[config.mk]
export PLATFORM = sky130hd
export DESIGN_NAME = font_mem_arbiter
export DESIGN_NICKNAME = d
export VERILOG_FILES = /design/src/rtl/font_mem_arbiter.sv
export SDC_FILE = /design/constraint.sdc
export NUM_CORES = 1
export LEC_CHECK = 0
export CAP_MARGIN = 10
export CORE_MARGIN = 8
export CORE_UTILIZATION = 44
export CTS_BUF_LIST = sky130_fd_sc_hd__clkbuf_4
export DETAILED_ROUTE_END_ITERATION = 7
export GPL_TIMING_DRIVEN = 0
export PLACE_DENSITY = 0.82
export SYNTH_ARGS = -nofsm -noshare
export SYNTH_HDL_FRONTEND = slang
export SYNTH_SLANG_ARGS = --single-unit
[constraint.sdc]
create_clock -name clk_i -period 1.4 [get_ports clk_i]
set_input_delay 0.28 -clock clk_i [delete_from_list [all_inputs] [get_ports clk_i]]
set_output_delay 0.28 -clock clk_i [all_outputs]
set_load 0.1 [all_outputs]
[src/rtl/font_mem_arbiter.sv]
// Font memory arbiter: the display has absolute priority and the host is served in blanking gaps.
// Define FONT_MEM_ARBITER_STATS_EN to add the saturating host stall counter port host_stall_cnt_o.
module font_mem_arbiter #(
    parameter int ADDR_WIDTH = 11,
    parameter int DATA_WIDTH = 8
) (
    input  logic                  clk_i,
    input  logic                  rstn_i,
    input  logic                  disp_req_i,
    input  logic [ADDR_WIDTH-1:0] disp_addr_i,
    output logic                  disp_valid_o,
    output logic [0:DATA_WIDTH-1] disp_data_o,
    input  logic                  host_req_i,
    input  logic [ADDR_WIDTH-1:0] host_addr_i,
    output logic                  host_gnt_o,
    output logic                  host_valid_o,
    output logic [0:DATA_WIDTH-1] host_data_o,
`ifdef FONT_MEM_ARBITER_STATS_EN
    output logic [15:0]           host_stall_cnt_o,
`endif
    output logic [ADDR_WIDTH-1:0] mem_addr_o,
    input  logic [0:DATA_WIDTH-1] mem_data_i
);

    localparam logic [1:0] ST_IDLE = 2'd0;
    localparam logic [1:0] ST_RD1  = 2'd1;
    localparam logic [1:0] ST_RD2  = 2'd2;

    localparam logic [1:0] OWN_NONE = 2'd0;
    localparam logic [1:0] OWN_DISP = 2'd1;
    localparam logic [1:0] OWN_HOST = 2'd2;

    logic [1:0]            state_q, state_d;
    logic [1:0]            owner_q, owner_d;
    logic [ADDR_WIDTH-1:0] mem_addr_q, mem_addr_d;
    logic                  disp_valid_q, disp_valid_d;
    logic [0:DATA_WIDTH-1] disp_data_q, disp_data_d;
    logic                  host_valid_q, host_valid_d;
    logic [0:DATA_WIDTH-1] host_data_q, host_data_d;
    logic                  host_gnt;

    // The owner tag follows each memory cycle by one clock, which is exactly when its data returns.
    always_comb begin
        host_gnt   = rstn_i && (state_q == ST_IDLE) && host_req_i && !disp_req_i;
        mem_addr_d = mem_addr_q;
        owner_d    = OWN_NONE;
        if (disp_req_i) begin
            mem_addr_d = disp_addr_i;
            owner_d    = OWN_DISP;
        end else if (host_gnt) begin
            mem_addr_d = host_addr_i;
            owner_d    = OWN_HOST;
        end

        state_d = state_q;
        case (state_q)
            ST_IDLE: if (host_gnt) state_d = ST_RD1;
            ST_RD1:  state_d = ST_RD2;
            ST_RD2:  state_d = ST_IDLE;
            default: state_d = ST_IDLE;
        endcase
    end

    always_comb begin
        disp_valid_d = (owner_q == OWN_DISP);
        disp_data_d  = disp_data_q;
        host_valid_d = (owner_q == OWN_HOST);
        host_data_d  = host_data_q;
        if (owner_q == OWN_DISP) begin
            disp_data_d = mem_data_i;
        end
        if (owner_q == OWN_HOST) begin
            host_data_d = mem_data_i;
        end
    end

    always_ff @(posedge clk_i) begin
        if (!rstn_i) begin
            state_q      <= ST_IDLE;
            owner_q      <= OWN_NONE;
            mem_addr_q   <= '0;
            disp_valid_q <= 1'b0;
            disp_data_q  <= '0;
            host_valid_q <= 1'b0;
            host_data_q  <= '0;
        end else begin
            state_q      <= state_d;
            owner_q      <= owner_d;
            mem_addr_q   <= mem_addr_d;
            disp_valid_q <= disp_valid_d;
            disp_data_q  <= disp_data_d;
            host_valid_q <= host_valid_d;
            host_data_q  <= host_data_d;
        end
    end

`ifdef FONT_MEM_ARBITER_STATS_EN
    logic [15:0] stall_cnt_q, stall_cnt_d;

    // Counts IDLE cycles in which a pending host request loses to the display.
    always_comb begin
        stall_cnt_d = stall_cnt_q;
        if ((state_q == ST_IDLE) && host_req_i && disp_req_i && (stall_cnt_q != 16'hFFFF)) begin
            stall_cnt_d = stall_cnt_q + 16'd1;
        end
    end

    always_ff @(posedge clk_i) begin
        if (!rstn_i) begin
            stall_cnt_q <= '0;
        end else begin
            stall_cnt_q <= stall_cnt_d;
        end
    end

    assign host_stall_cnt_o = stall_cnt_q;
`endif

    assign mem_addr_o   = mem_addr_d;
    assign host_gnt_o   = host_gnt;
    assign disp_valid_o = disp_valid_q;
    assign disp_data_o  = disp_data_q;
    assign host_valid_o = host_valid_q;
    assign host_data_o  = host_data_q;

endmodule

# [Word-level counts from Yosys, hierarchy flattened]
# Cells that the tools add are included.
[op_classes] eq_ne=4 mux=6 bitwise=1 reduce_logical=6
[ops] operator="11-bit two-way mux" count=2
[ops] operator="2-bit by 1-bit equality test with 1-bit output, second input constant" count=2
[ops] operator="2-bit two-way mux" count=2
[ops] operator="2-bit one-hot mux with 2 select lines" count=1
[ops] operator="1-bit logical AND" count=3
[ops] operator="2-bit equality test, second input constant" count=1
[ops] operator="2-bit zero test" count=1
[ops] operator="2-bit inequality test, second input constant" count=1
[ops] operator="2-bit OR reduction" count=1
[ops] operator="1-bit zero test" count=1
[ops] operator="1-bit two-way mux" count=1
[ops] operator="1-bit NOT" count=1
[word_totals] regBits=33 in_bits=34 out_inout_bits=30 word_cells=25

# [Logic depth before layout (Yosys ltp)]
[depth] word_depth=6 depth_mapped=5 mapped_depth_nobuf=3

# [Least setup slack after synthesis]
# OpenSTA, ideal clock, no wires.
[synth_path] kind="register to output" startpoint="register state_q[0]" endpoint="output mem_addr_o[10]" arrival_ns=2.228 t_required_ns=1.120 slack_ns=-1.108 stages_incl_launch_ff=6 n_path_buf=2 path_cell_list="dfxtp_1 -> nand4bb_1 -> buf_6 -> buf_12 -> mux2i_1 -> o21ai_1"
[synth_via] elab_chain_len=6
[synth_lines] item="start, declared" line_no="33" source="logic [1:0] state_q, state_d;"
[synth_lines] item="start signal, assigned" line_no="87" source="state_q <= state_d;"
[synth_lines] item="2-bit zero test" line_no="44" source="host_gnt = rstn_i && (state_q == ST_IDLE) && host_req_i && !disp_req_i;"
[synth_lines] item="1-bit logical AND (3 in a row)" line_no="44"
[synth_lines] item="11-bit two-way mux" line_no="50" source="end else if (host_gnt) begin"
[synth_lines] item="11-bit two-way mux" line_no="47" source="if (disp_req_i) begin"
[synth_lines] item="end, declared" line_no="21" source="output logic [ADDR_WIDTH-1:0] mem_addr_o,"
# Every way passes these cells.

# [Worst setup path in the final report]
[layout_path] startpoint="input host_req_i" endpoint="output mem_addr_o[5]"
[layout_via] elab_chain_len=4
[layout_lines] item="start, declared" line_no="13" source="input logic host_req_i,"
[layout_lines] item="1-bit logical AND (2 in a row)" line_no="44"
[layout_lines] item="11-bit two-way mux" line_no="50"
[layout_lines] item="11-bit two-way mux" line_no="47"
# Every way passes these cells.

==> impl_metrics.json <==
{
  "end_kind": "primary output",
  "hp-class": "reg -> reg",
  "max_freq_mhz": 491,
  "dr.pass1.iters": 4,
  "path_common_cell": "buf_12",
  "fp.dieW_um": 75.8,
  "power_mw": 2.58,
  "row_count": 21,
  "clk_pin_slew_worst_paths_ps": 100,
  "cp_slowest_stage_delay_ps": 510,
  "synth_area_leaders": "dfxtp_1 (42%), mux2i_1 (14%), nand2_1 (11%)",
  "use_met1_pct": 19.5,
  "synthFlopType": "dfxtp_1",
  "grt_busiest_layer": "met2",
  "multi_input_area_um2": 1030,
  "design.core.area_um2": 3390,
  "grt_first_pass_wirelength_mm": 7.54,
  "synth_top_cell_by_area": "dfxtp_1",
  "cpMaxStageDelayCell": "clkdlybuf4s50_1",
  "clk_path_buf_depth": 2,
  "period_minus_slack_ps": 2040,
  "ys_ff_latch": 33,
  "fill_cells": 214,
  "met3_usage_pct": 6.84,
  "place_hpwl_mm": 3.24,
  "grtUsageMet2_pct": 28.8,
  "p_leak_nw": 1.10,
  "final_nets": 295,
  "numCtsBuffers": 5,
  "syn-num-nets": 220,
  "cp.arrival_ps": 1760,
  "finalNonFillerCells": 308,
  "die_area_um2": 5740,
  "areaGrowthSynthToFinish_pct": 70.8,
  "ys_async_sr_fraction_pct": 0,
  "synth_edf_count": 0,
  "timing.final.max_slew_violations": 0,
  "finalCritPeriodShare_pct": 146,
  "grt.total_usage_pct": 17.2,
  "cp_max_fo": 5,
  "insertion_delay_ps": 350,
  "cts-root-buf": "clkbuf_4",
  "peakVddDrop_mv": 0.648,
  "cp-start-kind": "primary input",
  "layout-drive-gt1-share_pct": 32.1,
  "violations": "setup timing",
  "holdWs_ps": 455,
  "synth_most_common_cell": "nand2_1",
  "max-cap-violations": 0,
  "rsz0062_at_grt": "true",
  "crit_required_ps": 1120,
  "diodes": 0,
  "dpl-instance-area_um2": 2390,
  "place_inst": 295,
  "htreeDepth": 2,
  "critPathKind": "in -> out",
  "drtIter0Drc": 70,
  "final_util_pct": 79.3,
  "overflow": 0,
  "io_buffers": 63,
  "syn_area_um2": 1570,
  "drc": 0,
  "place.gp.congestion": 0.743,
  "syn_inst": 186,
  "io_pins": 64,
  "drtAntennaViolNets": 0,
  "fp.dieH_um": 75.8,
  "tritoncts": "done",
  "post_drt_wl_per_cell_um": 16.3,
  "finalHoldViolations": 0,
  "path_cells": "clkdlybuf4s50_1 -> nand4bb_4 -> buf_6 -> buf_12 -> mux2i_2 -> o21ai_4 -> buf_12",
  "setup_violations": 12,
  "syn_avg_cell_area_um2": 8.46,
  "status": "finished with violations",
  "worstMarginPinSlew_ps": 598,
  "powerDensity_nw_per_um2": 960,
  "ys_seq_area_share_pct": 42.0,
  "yosys_warnings": 0,
  "final.setup_skew_ps": 8.52,
  "regArea_um2": 662,
  "grt_max_degree": 12,
  "slew_headroom_pct": 60.1,
  "ctsHoldBuffers": 0,
  "num_vias": 1555,
  "grt_pass1_vias": 1587,
  "pre_cts_ws_ps": -1640,
  "yosysTopAreaCellShare_pct": 42.0,
  "antenna_found_initial": 0,
  "fin_tns_setup_ps": -7270,
  "wirelength_mm": 5.01,
  "initial_core_util_pct": 46.4,
  "via_per_inst": 5.05,
  "fin_ws_ps": -638,
  "ys_top_cells_by_count": "nand2_1 (48), dfxtp_1 (33), mux2i_1 (22), o21ai_1 (17), and2_1 (14)",
  "cts.sinks": 33,
  "fin_area_um2": 2690,
  "synth_cell_type_count": 21
}
-- routing by layer --
metal | up-vias | routed length [µm]
li1 | 768 | -
met1 | 717 | 2020
met2 | 64 | 2440
met3 | 6 | 503
met4 | 0 | 51
met5 | - | 0
-- sequential cells by signal (all words and copies together) (netlist names) --
name	count
mem_addr_q	11
disp_data_o	8
host_data_o	8
owner_q	2
state_q	2
disp_valid_o	1
host_valid_o	1
-- final timing paths --
| kind | start | end | slack, ps | cells after the start |
|---|---|---|---|---|
| max | host_req_i | mem_addr_o[5] | -640 | 7 |
| min | host_data_o[7]$_SDFFE_PN0P_ | host_data_o[7]$_SDFFE_PN0P_ | 460 | 2 |
| max reg2reg | state_q[1]$_SDFFE_PN0P_ | mem_addr_q[5]$_SDFF_PN0_ | 20 | 6 |
| min reg2reg | host_data_o[7]$_SDFFE_PN0P_ | host_data_o[7]$_SDFFE_PN0P_ | 460 | 2 |
-- worst max-delay path, delay by kind of cell --
family	cells	cell delay, ps
AOI/OAI and AO/OA	1	190
buffers and inverters	4	990
muxes	1	170
and+or+nand+nor	1	120
-- power breakdown --
| part | switching (mW) | internal, mW |
|---|---|---|
| registers | 0.0306 | 0.989 |
| logic | 0.626 | 0.400 |
| clock network | 0.344 | 0.189 |
-- area by class of cell --
class                   instances  share of cell area (%)
plain buffers                  16                    4.42
clock buffers                   5                    1.40
clock inverters                 3                   0.652
flip-flops and latches         33                    24.6
multi-input cells             137                    38.2
repair buffers                 68                    28.5
well taps                      46                    2.14
-- repair_timing --
action | CTS | global route
resized for setup | 219 | 21
setup endpoints to repair | 30 | 25
setup buffers | 3 | 1
pin swaps | 6 | 9
endpoints found under the hold margin | 0 | 0
gates cloned | 0 | 1
-- cells in the final DEF (no fill, tap or decap), types with 2 or more instances in the layout --
| master | netlist | routed |
|---|---|---|
| o21ai_4 | 0 | 11 |
| nand2b_1 | 2 | 2 |
| o21ai_0 | 5 | 5 |
| buf_12 | 1 | 14 |
| clkbuf_4 | 0 | 14 |
| buf_2 | 5 | 7 |
| o21ai_1 | 17 | 5 |
| nand3_1 | 6 | 6 |
| mux2i_2 | 0 | 9 |
| clkbuf_1 | 5 | 2 |
| a21boi_0 | 11 | 11 |
| buf_4 | 1 | 11 |
| buf_6 | 1 | 2 |
| mux2i_4 | 0 | 3 |
| a21boi_1 | 5 | 5 |
| and2_1 | 14 | 14 |
| dfxtp_1 | 33 | 32 |
| clkinv_2 | 0 | 2 |
| mux2i_1 | 22 | 10 |
| nand2_1 | 48 | 48 |
| nor2b_1 | 2 | 2 |
| clkbuf_2 | 2 | 4 |
| nor2_1 | 3 | 2 |
| clkdlybuf4s50_1 | 0 | 32 |
-- cells by family after synthesis --
kind of cell / after synthesis / share of synthesized area (%)
compound gates: 38 / 14.6
buf+inv: 16 / 6.84
flops: 33 / 42.0
mux: 22 / 14.0
simple gates: 77 / 22.5
Note: power is estimated with default switching activity, not from simulation.
